## src/rtl/adxl362_ctrl_defs_pkg.sv

```systemverilog
`default_nettype none
// ============================================================================
// Module      : adxl362_ctrl_defs (package)
// Description : Shared encodings for the ADXL362 SPI master controller:
//               operation codes, FSM state codes, SPI command bytes and
//               small helpers that describe each transaction's byte layout.
// Revision    : 1.0 - initial release
// ============================================================================
package adxl362_ctrl_defs;

   // Command-handshake operation codes
   localparam logic [1:0] OP_WRITE   = 2'd0;
   localparam logic [1:0] OP_READ    = 2'd1;
   localparam logic [1:0] OP_FIFO    = 2'd2;
   localparam logic [1:0] OP_ILLEGAL = 2'd3;

   // Sequencer states
   localparam logic [2:0] ST_IDLE     = 3'd0;
   localparam logic [2:0] ST_CS_SETUP = 3'd1;
   localparam logic [2:0] ST_SHIFT_LO = 3'd2;
   localparam logic [2:0] ST_SHIFT_HI = 3'd3;
   localparam logic [2:0] ST_CS_HOLD  = 3'd4;
   localparam logic [2:0] ST_CS_GAP   = 3'd5;

   // ADXL362 instruction bytes (same values as adxl362_registers.vh)
   localparam logic [7:0] CMD_WRITE_REG = 8'h0A;
   localparam logic [7:0] CMD_READ_REG  = 8'h0B;
   localparam logic [7:0] CMD_READ_FIFO = 8'h0D;

   // Bytes sent before the first returned data byte
   function automatic logic [4:0] hdr_bytes(input logic [1:0] op);
      return (op == OP_FIFO) ? 5'd1 : 5'd2;
   endfunction

   // Byte transmitted at position idx of a transaction; dummy bytes are zero
   function automatic logic [7:0] tx_byte(input logic [1:0] op,
                                          input logic [4:0] idx,
                                          input logic [5:0] addr,
                                          input logic [7:0] wdata);
      logic [7:0] b;
      b = 8'h00;
      if (idx == 5'd0) begin
         case (op)
            OP_WRITE: b = CMD_WRITE_REG;
            OP_READ:  b = CMD_READ_REG;
            OP_FIFO:  b = CMD_READ_FIFO;
            default:  b = 8'h00;
         endcase
      end else if (idx == 5'd1 && op != OP_FIFO) begin
         b = {2'b00, addr};
      end else if (idx == 5'd2 && op == OP_WRITE) begin
         b = wdata;
      end
      return b;
   endfunction

endpackage
`default_nettype wire

```

## src/rtl/adxl362_spi_shifter.sv

```systemverilog
`default_nettype none
// ============================================================================
// Module      : adxl362_spi_shifter
// Description : SCLK half-period divider, 8-bit TX/RX shift registers and
//               bit counter. The sequencer decides when phases end and when
//               a new byte is loaded; this block only times and shifts.
// Revision    : 1.0 - initial release
// Ports       : clk_sys/rst     - clock, synchronous active-high reset
//               div_run         - divider counts while high, clears otherwise
//               byte_start      - load start_byte into TX, bit counter to 7
//               shift           - sample miso into RX, advance TX one bit
//               div_last        - divider at its terminal count
//               last_bit        - bit in flight is the last of the byte
//               mosi            - current TX MSB
//               rx_byte         - byte completed by a shift issued this cycle
// ============================================================================
module adxl362_spi_shifter #(
   parameter int CLK_DIV = 4
) (
   input  logic       clk_sys,
   input  logic       rst,
   input  logic       div_run,
   input  logic       byte_start,
   input  logic [7:0] start_byte,
   input  logic       shift,
   input  logic       miso,
   output logic       div_last,
   output logic       last_bit,
   output logic       mosi,
   output logic [7:0] rx_byte
);

   localparam int DIV_W = (CLK_DIV > 1) ? $clog2(CLK_DIV) : 1;
   localparam logic [DIV_W-1:0] DIV_MAX = DIV_W'(CLK_DIV - 1);

   logic [DIV_W-1:0] div_q, div_d;
   logic [7:0]       tx_q, tx_d;
   logic [7:0]       rx_q, rx_d;
   logic [2:0]       bit_q, bit_d;

   assign div_last = (div_q == DIV_MAX);
   assign last_bit = (bit_q == 3'd0);
   assign mosi     = tx_q[7];
   assign rx_byte  = {rx_q[6:0], miso};

   always_comb begin
      div_d = '0;
      if (div_run && !div_last) begin
         div_d = div_q + DIV_W'(1);
      end

      tx_d  = tx_q;
      bit_d = bit_q;
      rx_d  = rx_q;
      if (shift) begin
         rx_d  = {rx_q[6:0], miso};
         tx_d  = {tx_q[6:0], 1'b0};
         bit_d = bit_q - 3'd1;
      end
      // A load on the same cycle as the final shift hands over to the next
      // byte without a bubble, so its MSB appears at the falling edge.
      if (byte_start) begin
         tx_d  = start_byte;
         bit_d = 3'd7;
      end
   end

   always_ff @(posedge clk_sys) begin
      if (rst) begin
         div_q <= '0;
         tx_q  <= 8'h00;
         rx_q  <= 8'h00;
         bit_q <= 3'd0;
      end else begin
         div_q <= div_d;
         tx_q  <= tx_d;
         rx_q  <= rx_d;
         bit_q <= bit_d;
      end
   end

endmodule
`default_nettype wire

```

## src/rtl/adxl362_spi_master_ctrl.sv

```systemverilog
`default_nettype none
// ============================================================================
// Module      : adxl362_spi_master_ctrl
// Description : SPI mode-0 master and command sequencer for the ADXL362.
//               Runs register write, register burst read and FIFO burst read
//               transactions from a valid/ready command interface and
//               returns read bytes one per rd_valid pulse.
// Revision    : 1.0 - initial release
// Ports       : clk_sys, rst             - clock, sync active-high reset
//               cmd_valid/cmd_ready      - command handshake
//               cmd_op/addr/wdata/len    - command fields
//               rd_data/rd_valid         - returned data bytes
//               done/err                 - end-of-transaction pulse, status
//               busy                     - inverse of cmd_ready
//               SCLK/MOSI/nCS/MISO       - SPI pins
// ============================================================================
module adxl362_spi_master_ctrl
   import adxl362_ctrl_defs::*;
#(
   parameter int CLK_DIV = 4,
   parameter int CS_GAP  = 8
) (
   input  logic       clk_sys,
   input  logic       rst,
   input  logic       cmd_valid,
   output logic       cmd_ready,
   input  logic [1:0] cmd_op,
   input  logic [5:0] cmd_addr,
   input  logic [7:0] cmd_wdata,
   input  logic [3:0] cmd_len,
   output logic [7:0] rd_data,
   output logic       rd_valid,
   output logic       done,
   output logic       err,
   output logic       busy,
   output logic       SCLK,
   output logic       MOSI,
   output logic       nCS,
   input  logic       MISO
);

   localparam int GAP_W = (CS_GAP > 2) ? $clog2(CS_GAP) : 1;
   localparam logic [GAP_W-1:0] GAP_MAX = GAP_W'(CS_GAP - 1);

   logic [2:0]       state_q, state_d;
   logic [1:0]       op_q, op_d;
   logic [5:0]       addr_q, addr_d;
   logic [7:0]       wdata_q, wdata_d;
   logic [4:0]       total_q, total_d;
   logic [4:0]       byte_idx_q, byte_idx_d;
   logic [GAP_W-1:0] gap_q, gap_d;
   logic             ncs_q, ncs_d;
   logic             sclk_q, sclk_d;
   logic [7:0]       rd_data_q, rd_data_d;
   logic             rd_valid_q, rd_valid_d;
   logic             done_q, done_d;
   logic             err_q, err_d;

   logic             div_run, sh_start, sh_shift;
   logic [7:0]       sh_byte, rx_byte;
   logic             div_last, last_bit, sh_mosi;
   logic [3:0]       len_eff;
   logic [4:0]       next_idx;

   adxl362_spi_shifter #(
      .CLK_DIV (CLK_DIV)
   ) u_shifter (
      .clk_sys    (clk_sys),
      .rst        (rst),
      .div_run    (div_run),
      .byte_start (sh_start),
      .start_byte (sh_byte),
      .shift      (sh_shift),
      .miso       (MISO),
      .div_last   (div_last),
      .last_bit   (last_bit),
      .mosi       (sh_mosi),
      .rx_byte    (rx_byte)
   );

   always_comb begin
      state_d    = state_q;
      op_d       = op_q;
      addr_d     = addr_q;
      wdata_d    = wdata_q;
      total_d    = total_q;
      byte_idx_d = byte_idx_q;
      gap_d      = gap_q;
      rd_data_d  = rd_data_q;
      rd_valid_d = 1'b0;
      done_d     = 1'b0;
      err_d      = 1'b0;
      sh_start   = 1'b0;
      sh_byte    = 8'h00;
      sh_shift   = 1'b0;
      len_eff    = (cmd_len == 4'd0) ? 4'd1 : cmd_len;
      next_idx   = byte_idx_q + 5'd1;
      div_run    = (state_q == ST_CS_SETUP) || (state_q == ST_SHIFT_LO) ||
                   (state_q == ST_SHIFT_HI) || (state_q == ST_CS_HOLD);

      case (state_q)
         ST_IDLE: begin
            if (cmd_valid) begin
               op_d       = cmd_op;
               addr_d     = cmd_addr;
               wdata_d    = cmd_wdata;
               byte_idx_d = 5'd0;
               total_d    = (cmd_op == OP_WRITE) ? 5'd3
                                                 : hdr_bytes(cmd_op) + {1'b0, len_eff};
               if (cmd_op == OP_ILLEGAL) begin
                  // Report immediately, then still honour the inter-command gap
                  state_d = ST_CS_GAP;
                  gap_d   = '0;
                  done_d  = 1'b1;
                  err_d   = 1'b1;
               end else begin
                  state_d  = ST_CS_SETUP;
                  sh_start = 1'b1;
                  sh_byte  = tx_byte(cmd_op, 5'd0, cmd_addr, cmd_wdata);
               end
            end
         end
         ST_CS_SETUP: begin
            if (div_last) state_d = ST_SHIFT_LO;
         end
         ST_SHIFT_LO: begin
            if (div_last) state_d = ST_SHIFT_HI;
         end
         ST_SHIFT_HI: begin
            if (div_last) begin
               sh_shift = 1'b1;
               state_d  = ST_SHIFT_LO;
               if (last_bit) begin
                  sh_start = 1'b1;
                  if (op_q != OP_WRITE && byte_idx_q >= hdr_bytes(op_q)) begin
                     rd_data_d  = rx_byte;
                     rd_valid_d = 1'b1;
                  end
                  if (byte_idx_q == total_q - 5'd1) begin
                     // Load zero so MOSI rests low after the final byte
                     state_d = ST_CS_HOLD;
                     sh_byte = 8'h00;
                  end else begin
                     byte_idx_d = next_idx;
                     sh_byte    = tx_byte(op_q, next_idx, addr_q, wdata_q);
                  end
               end
            end
         end
         ST_CS_HOLD: begin
            if (div_last) begin
               state_d = ST_CS_GAP;
               gap_d   = '0;
            end
         end
         ST_CS_GAP: begin
            if (gap_q == GAP_MAX) begin
               state_d = ST_IDLE;
               done_d  = (op_q != OP_ILLEGAL);
            end else begin
               gap_d = gap_q + GAP_W'(1);
            end
         end
         default: state_d = ST_IDLE;
      endcase

      // Pin levels follow the next state so they change with the state flop
      ncs_d  = !((state_d == ST_CS_SETUP) || (state_d == ST_SHIFT_LO) ||
                 (state_d == ST_SHIFT_HI) || (state_d == ST_CS_HOLD));
      sclk_d = (state_d == ST_SHIFT_HI);
   end

   always_ff @(posedge clk_sys) begin
      if (rst) begin
         state_q    <= ST_IDLE;
         op_q       <= OP_WRITE;
         addr_q     <= 6'd0;
         wdata_q    <= 8'h00;
         total_q    <= 5'd0;
         byte_idx_q <= 5'd0;
         gap_q      <= '0;
         ncs_q      <= 1'b1;
         sclk_q     <= 1'b0;
         rd_data_q  <= 8'h00;
         rd_valid_q <= 1'b0;
         done_q     <= 1'b0;
         err_q      <= 1'b0;
      end else begin
         state_q    <= state_d;
         op_q       <= op_d;
         addr_q     <= addr_d;
         wdata_q    <= wdata_d;
         total_q    <= total_d;
         byte_idx_q <= byte_idx_d;
         gap_q      <= gap_d;
         ncs_q      <= ncs_d;
         sclk_q     <= sclk_d;
         rd_data_q  <= rd_data_d;
         rd_valid_q <= rd_valid_d;
         done_q     <= done_d;
         err_q      <= err_d;
      end
   end

   assign cmd_ready = (state_q == ST_IDLE);
   assign busy      = ~cmd_ready;
   assign rd_data   = rd_data_q;
   assign rd_valid  = rd_valid_q;
   assign done      = done_q;
   assign err       = err_q;
   assign SCLK      = sclk_q;
   assign MOSI      = sh_mosi;
   assign nCS       = ncs_q;

endmodule
`default_nettype wire

```

## config.mk

```make
export PLATFORM = sky130hd
export DESIGN_NAME = adxl362_spi_master_ctrl
export DESIGN_NICKNAME = d
export VERILOG_FILES = /design/src/rtl/adxl362_ctrl_defs_pkg.sv /design/src/rtl/adxl362_spi_shifter.sv /design/src/rtl/adxl362_spi_master_ctrl.sv
export SDC_FILE = /design/constraint.sdc
export NUM_CORES = 1
export LEC_CHECK = 0
export CORE_MARGIN = 2
export CORE_UTILIZATION = 30
export CTS_BUF_LIST = sky130_fd_sc_hd__clkbuf_8
export CTS_CLUSTER_DIAMETER = 60
export DETAILED_ROUTE_END_ITERATION = 10
export SYNTH_ARGS = -nofsm -noshare
export SYNTH_HDL_FRONTEND = slang
export SYNTH_SLANG_ARGS = --single-unit
```

## constraint.sdc

```tcl
create_clock -name clk_sys -period 4.2 [get_ports clk_sys]
set_input_delay 1.26 -clock clk_sys [delete_from_list [all_inputs] [get_ports clk_sys]]
set_output_delay 1.26 -clock clk_sys [all_outputs]
set_load 0.005 [all_outputs]
```

==> results of run 1 <==
stage by stage:
step                hold slack [ns]  power (mW)  setup slack, ns
floorplan                    0.3986      0.8340            1.576
global placement             0.4077      0.9095           0.9324
detailed placement           0.4286      0.9159           0.8833
CTS                          0.4385       1.463            1.045
global route                 0.4702       1.525           0.9796
finish                       0.4304       1.454            1.028
registers in the layout, summed over array words and instances (netlist names):
name	count
total_q	5
u_shifter.rx_q	7
err	1
rd_data	8
nCS	1
byte_idx_q	5
u_shifter.bit_q	3
u_shifter.div_q	2
op_q	2
rd_valid	1
state_q	3
SCLK	1
u_shifter.tx_q	8
addr_q	6
done	1
wdata_q	8
gap_q	3
routing by layer:
metal  global-route usage, %  share of wire, %  vias to the layer above
met5                       0                 0                        -
met4                   7.000               2.4                        0
met3                   2.141               3.2                       12
met2                   21.84                47                       51
met1                   16.26                48                     1369
li1                        -                 -                     1492
cells by family (layout without fill, tap and decap cells):
group           after synthesis  count (layout)  synth area share (%)
simple gates                161             161                 22.65
compound gates               98              98                 19.05
flops                        65              65                 38.18
buf+inv                      41              75                 4.846
fa+ha+maj                    26              26                 9.765
xor+xnor                     10              10                 2.570
mux                          10              10                 2.937
cell type report:
class,instances,share of cell area (%)
Tap cell,140,4.264
Clock inverter,4,1.036
Inverter,16,1.462
Timing Repair Buffer,43,10.11
Multi-Input combinational cell,305,47.43
Sequential cell,65,31.68
Clock buffer,12,4.021
path summary, 6_finish.rpt:
check / depth (start not counted) / endpoint / start
worst min register to register: 1 / u_shifter.div_q[0]$_SDFF_PP0_ / u_shifter.div_q[0]$_SDFF_PP0_
worst max-delay path: 3 / cmd_ready / state_q[1]$_SDFF_PP0_
worst max register to register: 6 / u_shifter.tx_q[7]$_SDFFE_PP0P_ / state_q[1]$_SDFF_PP0_
worst min-delay path: 1 / u_shifter.div_q[0]$_SDFF_PP0_ / u_shifter.div_q[0]$_SDFF_PP0_
power groups by stage:
stage / clock network [mW] / registers [mW] / logic, mW
2_1_floorplan: 0 / 0.675 / 0.159
3_3_place_gp: 0 / 0.686 / 0.224
3_5_place_dp: 0 / 0.687 / 0.229
6_report: 0.554 / 0.672 / 0.228
5_1_grt: 0.591 / 0.677 / 0.257
4_1_cts: 0.560 / 0.673 / 0.230
placed cells by master, fill, tap and decap left out, drive strengths merged, types with 4 or more instances in the layout:
master	instances
a21oi	46
o21ai	11
o211ai	4
nand3	19
xnor2	6
a221oi	6
a21o	5
nor3	11
or3	5
clkbuf	12
a211oi	9
dfxtp	65
nor2b	6
mux2i	10
ha	25
inv	18
xor2	4
nand2b	7
buf	5
nand2	62
nor2	35
clkdlybuf4s50	38
==> metrics.md, run 1 <==
| Metric | Value |
|---|---|
| Total internal power | `1.067 mW` |
| Leak | `1.576 nW` |
| Clk sinks | `65` |
| Post-DP HPWL | `5513 microns` |
| Post-Syn Area | `between 3000 and 4000 sq um` |
| Area grow syn2layout | `20.52%` |
| Largest net degree at the start of global routing | `48` |
| Count leader, synth | `dfxtp_1` |
| CTS Buf Count | `9` |
| RD Place Congestion | `0.8070` |
| Site row count | `38` |
| Top FF cell, synth | `dfxtp_1` |
| I/O Buffers | `39` |
| Comb power frac | `around 16%` |
| Synth unique cells | `56` |
| Vias per Instance | `~5` |
| Layout cells sized above 1 | `7.416%` |
| Startpoint Class | `flip-flop` |
| H-Tree Depth | `3` |
| Slew @ Worst Pin | `around 0.89 ns` |
| Final Net Count | `490` |
| Delay of the slowest cell on the worst path | `0.50 ns` |
| Clock latency on the worst-skew pair | `0.35 ns` |
| Fin util | `37.40%` |
| Crit share post-route | `approximately three quarters` |
| Biggest area consumer among synthesized cells | `dfxtp_1` |
| Critical-path top delay cell | `clkdlybuf4s50_1` |
| Pwr per Cell Area | `~350 nW/um^2` |
| Top-area cell type share of the netlist area | `38.18%` |
| Sequential power share | `46.2%` |
| Die height | `110.6 microns` |
| Synth Register Bits | `65` |
| Post-CTS sizing | `0` |
| Switching part of the total | `between 20% and 30%` |
| Clk pwr share | `38.1%` |
| Critical path peak fanout | `13` |
| Vias | `2,924` |
| YS warnings | `0` |
| Pins Over Slew Limit | `0` |
| # DRC | `0` |
| Cts hold-fix bufs | `0` |
| CTS Buffer Depth | `2` |
| Overall Global Routing Usage | `13.13%` |
| Routed WL per cell | `~13 microns` |
| Ranking of synthesized cells by area | `dfxtp_1 (38%), ha_1 (9.2%), nand2_1 (6.8%)` |
| Multi-input gate area | `1948 sq um` |
| Top post-synthesis cells by count | `dfxtp_1 (65), nand2_1 (62), a21oi_1 (45)` |
| Clock transition at the registers of the reported paths | `0.07 ns` |
| Max Fclk | `315.2 MHz` |
| Core region area | `10,980 sq um` |
| R2R Setup Slk | `1.63 ns` |
| EDFF count, synth | `0` |
| Ports | `40` |
| Initial antenna violation count | `0` |
| Crit-path cells | `or3_1 > inv_1 > clkdlybuf4s50_1` |
| Period minus WS final | `3.172 ns` |
| CTS tree | `yes` |
| Crit path DAT | `approximately 1.9 ns` |
| Worst Clk Skew | `0.009613 ns` |
| P_sw | `a little under 0.4 mW` |
| First-pass GRT wire length | `about 13,000 microns` |
| RSZ-0062 raised after global routing | `no` |
| CP required | `2.94 ns` |
| Crit-path leading delay family | `buffers and inverters` |
| Mapped Cells | `411` |
| Number of global-route vias before repair | `~2,900` |
| FILL cells | `about 1,100` |
| Critical Path End Type | `primary output` |
| Chip width | `110.6 microns` |
| Kind of critical path | `reg2out` |
| Postcts setup bufs | `0` |
| DRT Pass-1 Iters | `4` |
| Slew headroom | `40.77%` |
| IR drop worst, VDD | `~0.12 mV` |
| Antenna diode count | `0` |
| Non-filler instance count after layout | `between 500 and 600` |
| Overflow after GRT | `0` |
| Outcome | `finished, final reports clean` |
| Finished layout cell area | `4108 sq um` |
| Register area | `between 1000 and 1500 sq um` |
| # Max-Cap Violations | `0` |
| CTS root buffer | `clkbuf_8` |
| Syn_area_per_cell | `8.293 sq um` |
| Hold WC Path Type | `reg2reg` |
| Sequential area share after synthesis | `38.18%` |
| Total Neg Setup Slack | `0 ns` |
| Cell Area, Placed | `roughly 4000 sq um` |
| Die ar. | `~12,000 sq um` |
| Final Hold Violating Endpoints | `0` |
| CP Buf/Inv Count | `2` |
| Placed instance count | `between 500 and 600` |
| Ys async rst share | `0%` |
| Setup violations, final | `0` |
| Routed WL | `just under 8000 microns` |
| Detail Route Antenna Nets | `0` |
| Initial DRC count | `177` |
| Net count after synthesis | `461` |
| Initial Utilization | `31.03%` |
Note: power is estimated with default switching activity, not from simulation.
==> run 2, diff against run 1 <==
- clock period: 4.2 -> 3 ns (I/O delays scaled with it)
==> run 2 against run 1 <==
Compared with the run above:
- clock skew down 0.0019 ns
- clock power up 35%
- critical path depth unchanged
- sequential cell count unchanged
- worst setup slack worse by 0.79 ns
- die area unchanged
- final cell count up 0.68%
- highest routed layer unchanged
==> metrics.md, run 2 (same netlist as run 1, synthesis figures left out) <==
| Metric | Value |
|---|---|
| Outcome | `finished, final reports clean` |
| CTS root buffer | `clkbuf_8` |
| Kind of critical path | `reg2out` |
| Pins Over Slew Limit | `0 (unchanged)` |
| Non-filler instance count after layout | `589 (+0.68%)` |
| Pwr per Cell Area | `487.3 nW/um^2 (+38%)` |
| IR drop worst, VDD | `0.1988 mV (+72%)` |
| Number of cells on the critical path | `3 (unchanged)` |
| Most common cell after layout, fill and taps aside | `dfxtp_1` |
| Slew headroom | `56.83% (+16 points)` |
| Max Fclk | `361.7 MHz` |
| Period minus WS final | `2.765 ns` |
| DRT Pass-1 Iters | `5 (+1)` |
| Crit-path cells | `or3_1 > inv_1 > clkdlybuf4s50_1` |
| R2R Setup Slk | `0.63 ns (-1.00 ns)` |
| Die ar. | `12,230 sq um (unchanged)` |
| RD Place Congestion | `0.7457 (-7.6%)` |
| WHS Endpoint | `u_shifter.div_q[0]$_SDFF_PP0_` |
| Worst R2R End | `u_shifter.tx_q[2]$_SDFFE_PP0P_` |
| Critical Path End Type | `primary output` |
| Startpoint Class | `flip-flop` |
| Crit-path leading delay family | `buffers and inverters` |
| Chip width | `110.6 microns (unchanged)` |
| Antenna diode count | `0 (unchanged)` |
| Critical path peak fanout | `13 (unchanged)` |
| Initial DRC count | `109 (-38%)` |
| First-pass GRT wire length | `13,230 microns (-1.0%)` |
| Leak | `1.591 nW (+0.96%)` |
| Initial Utilization | `31.03% (unchanged)` |
| # Max-Cap Violations | `0 (unchanged)` |
| Slew @ Worst Pin | `0.6432 ns (-0.2453 ns)` |
| CTS Buf Count | `9 (unchanged)` |
| CTS Buffer Depth | `2 (unchanged)` |
| Routed WL per cell | `13.19 microns (-1.0%)` |
| Clock transition at the registers of the reported paths | `0.07 ns (about the same)` |
| Cts hold-fix bufs | `0 (unchanged)` |
| Hold WC Path Type | `reg2reg` |
| Overall Global Routing Usage | `13.15% (+0.022 points)` |
| Number of global-route vias before repair | `2,747 (-3.9%)` |
| Finished layout cell area | `4133 sq um (+0.61%)` |
| Hold Path Cell Cnt | `1 (unchanged)` |
| Crit share post-route | `92.16%` |
| Delay of the slowest cell on the worst path | `0.50 ns (about the same)` |
| Routed WL | `7771 microns (-0.33%)` |
| Placed instance count | `574 (+0.88%)` |
| Worst r2r path cells | `8 (+2)` |
| Clock latency on the worst-skew pair | `0.35 ns (about the same)` |
| Reg-to-reg critical path startpoint | `op_q[0]$_SDFFE_PP0P_` |
| Detail Route Antenna Nets | `0 (unchanged)` |
| I/O Buffers | `39 (unchanged)` |
| Vias per Instance | `4.939 (-1.2%)` |
| Worst Clk Skew | `0.007671 ns (-0.001942 ns)` |
| Overflow after GRT | `0 (unchanged)` |
| Core region area | `10,980 sq um (unchanged)` |
| Post-DP HPWL | `5564 microns (+0.93%)` |
| Largest net degree at the start of global routing | `33 (-31%)` |
| Vias | `2,909 (-0.51%)` |
| Ports | `40 (unchanged)` |
| RSZ-0062 raised after global routing | `no` |
| Final Net Count | `495 (+1.0%)` |
| CP required | `2.10 ns (-0.84 ns)` |
| Die height | `110.6 microns (unchanged)` |
| Area grow syn2layout | `21.26%` |
| Setup violations, final | `0 (unchanged)` |
| Clk sinks | `65 (unchanged)` |
| Site row count | `38 (unchanged)` |
| Fin util | `37.63% (+0.23 points)` |
| CTS tree | `yes` |
| Final Hold Violating Endpoints | `0 (unchanged)` |
| H-Tree Depth | `3 (unchanged)` |
| Postcts setup bufs | `0 (unchanged)` |
| Most frequent cells in the layout | `dfxtp_1 (65), nand2_1 (62), a21oi_1 (45)` |
| # DRC | `0 (unchanged)` |
| Post-CTS sizing | `0 (unchanged)` |
| Crit path DAT | `1.86 ns (-0.05 ns)` |
| Initial antenna violation count | `0 (unchanged)` |
| Layout cells sized above 1 | `8.463% (+1.0 points)` |
| Critical-path top delay cell | `clkdlybuf4s50_1` |
| CP Buf/Inv Count | `2 (unchanged)` |
| Cell Area, Placed | `3938 sq um (+0.96%)` |
| FILL cells | `1,136 (+1.8%)` |
| Worst min-delay path startpoint | `u_shifter.div_q[0]$_SDFF_PP0_` |
| Total Neg Setup Slack | `0 ns (unchanged)` |
## run 2: final cells by class
| cell class | instances | area [sq um] | share of cell area [%] |
|---|---|---|---|
| timing repair buffer | 48 | 452.9 | 10.96 |
| tap | 140 | 175.2 | 4.239 |
| clock buffer | 11 | 151.4 | 3.663 |
| sequential | 65 | 1301 | 31.49 |
| clock inverter | 4 | 43.79 | 1.060 |
| inverter | 16 | 60.06 | 1.453 |
| multi-input combinational | 305 | 1948 | 47.14 |
## run 2: worst reg2reg max path: cells and delay by family, from the launching register on
family / cells / cell delay (ns)
and+or+nand+nor: 2 / 0.66
DFF: 1 / 0.42
buffers and inverters: 1 / 0.12
adders and majority gates: 1 / 0.25
AOI/OAI and AO/OA: 4 / 0.77
## run 2: layer usage
layer	GRT usage [%]	vias to the layer above	wire [microns]
li1	-	1498	-
met1	16.90	1349	3646
met2	21.31	51	3684
met3	3.238	11	296
met4	5.000	0	144
met5	0	-	0
## run 2: worst max-delay path by stage
stage,endpoint,from,slack [ns]
6_report,cmd_ready,state_q[1]$_SDFF_PP0_,0.24
5_1_grt,cmd_ready,state_q[1]$_SDFF_PP0_,0.13
4_1_cts,cmd_ready,state_q[1]$_SDFF_PP0_,0.22
3_5_place_dp,total_q[2]$_SDFFE_PP0P_,cmd_len[1],0.03
3_3_place_gp,total_q[2]$_SDFFE_PP0P_,cmd_len[1],0.10
2_1_floorplan,total_q[2]$_SDFFE_PP0P_,cmd_len[1],0.74
## run 2: per-stage QoR
| stage | hold WS (ns) | worst slack (ns) | power [mW] |
|---|---|---|---|
| global route | 0.4469 | 0.1336 | 2.115 |
| global placement | 0.4086 | 0.1015 | 1.282 |
| finish | 0.4328 | 0.2351 | 2.014 |
| CTS | 0.4323 | 0.2165 | 2.029 |
| floorplan | 0.3986 | 0.7355 | 1.168 |
| detailed placement | 0.4271 | 0.03383 | 1.288 |
## run 2: where the power goes
group          total [mW]  internal, mW  switching [mW]
Combinational       0.327         0.150           0.177
Clock               0.746         0.418           0.327
Sequential          0.941         0.905          0.0358
Total                2.01          1.47           0.540
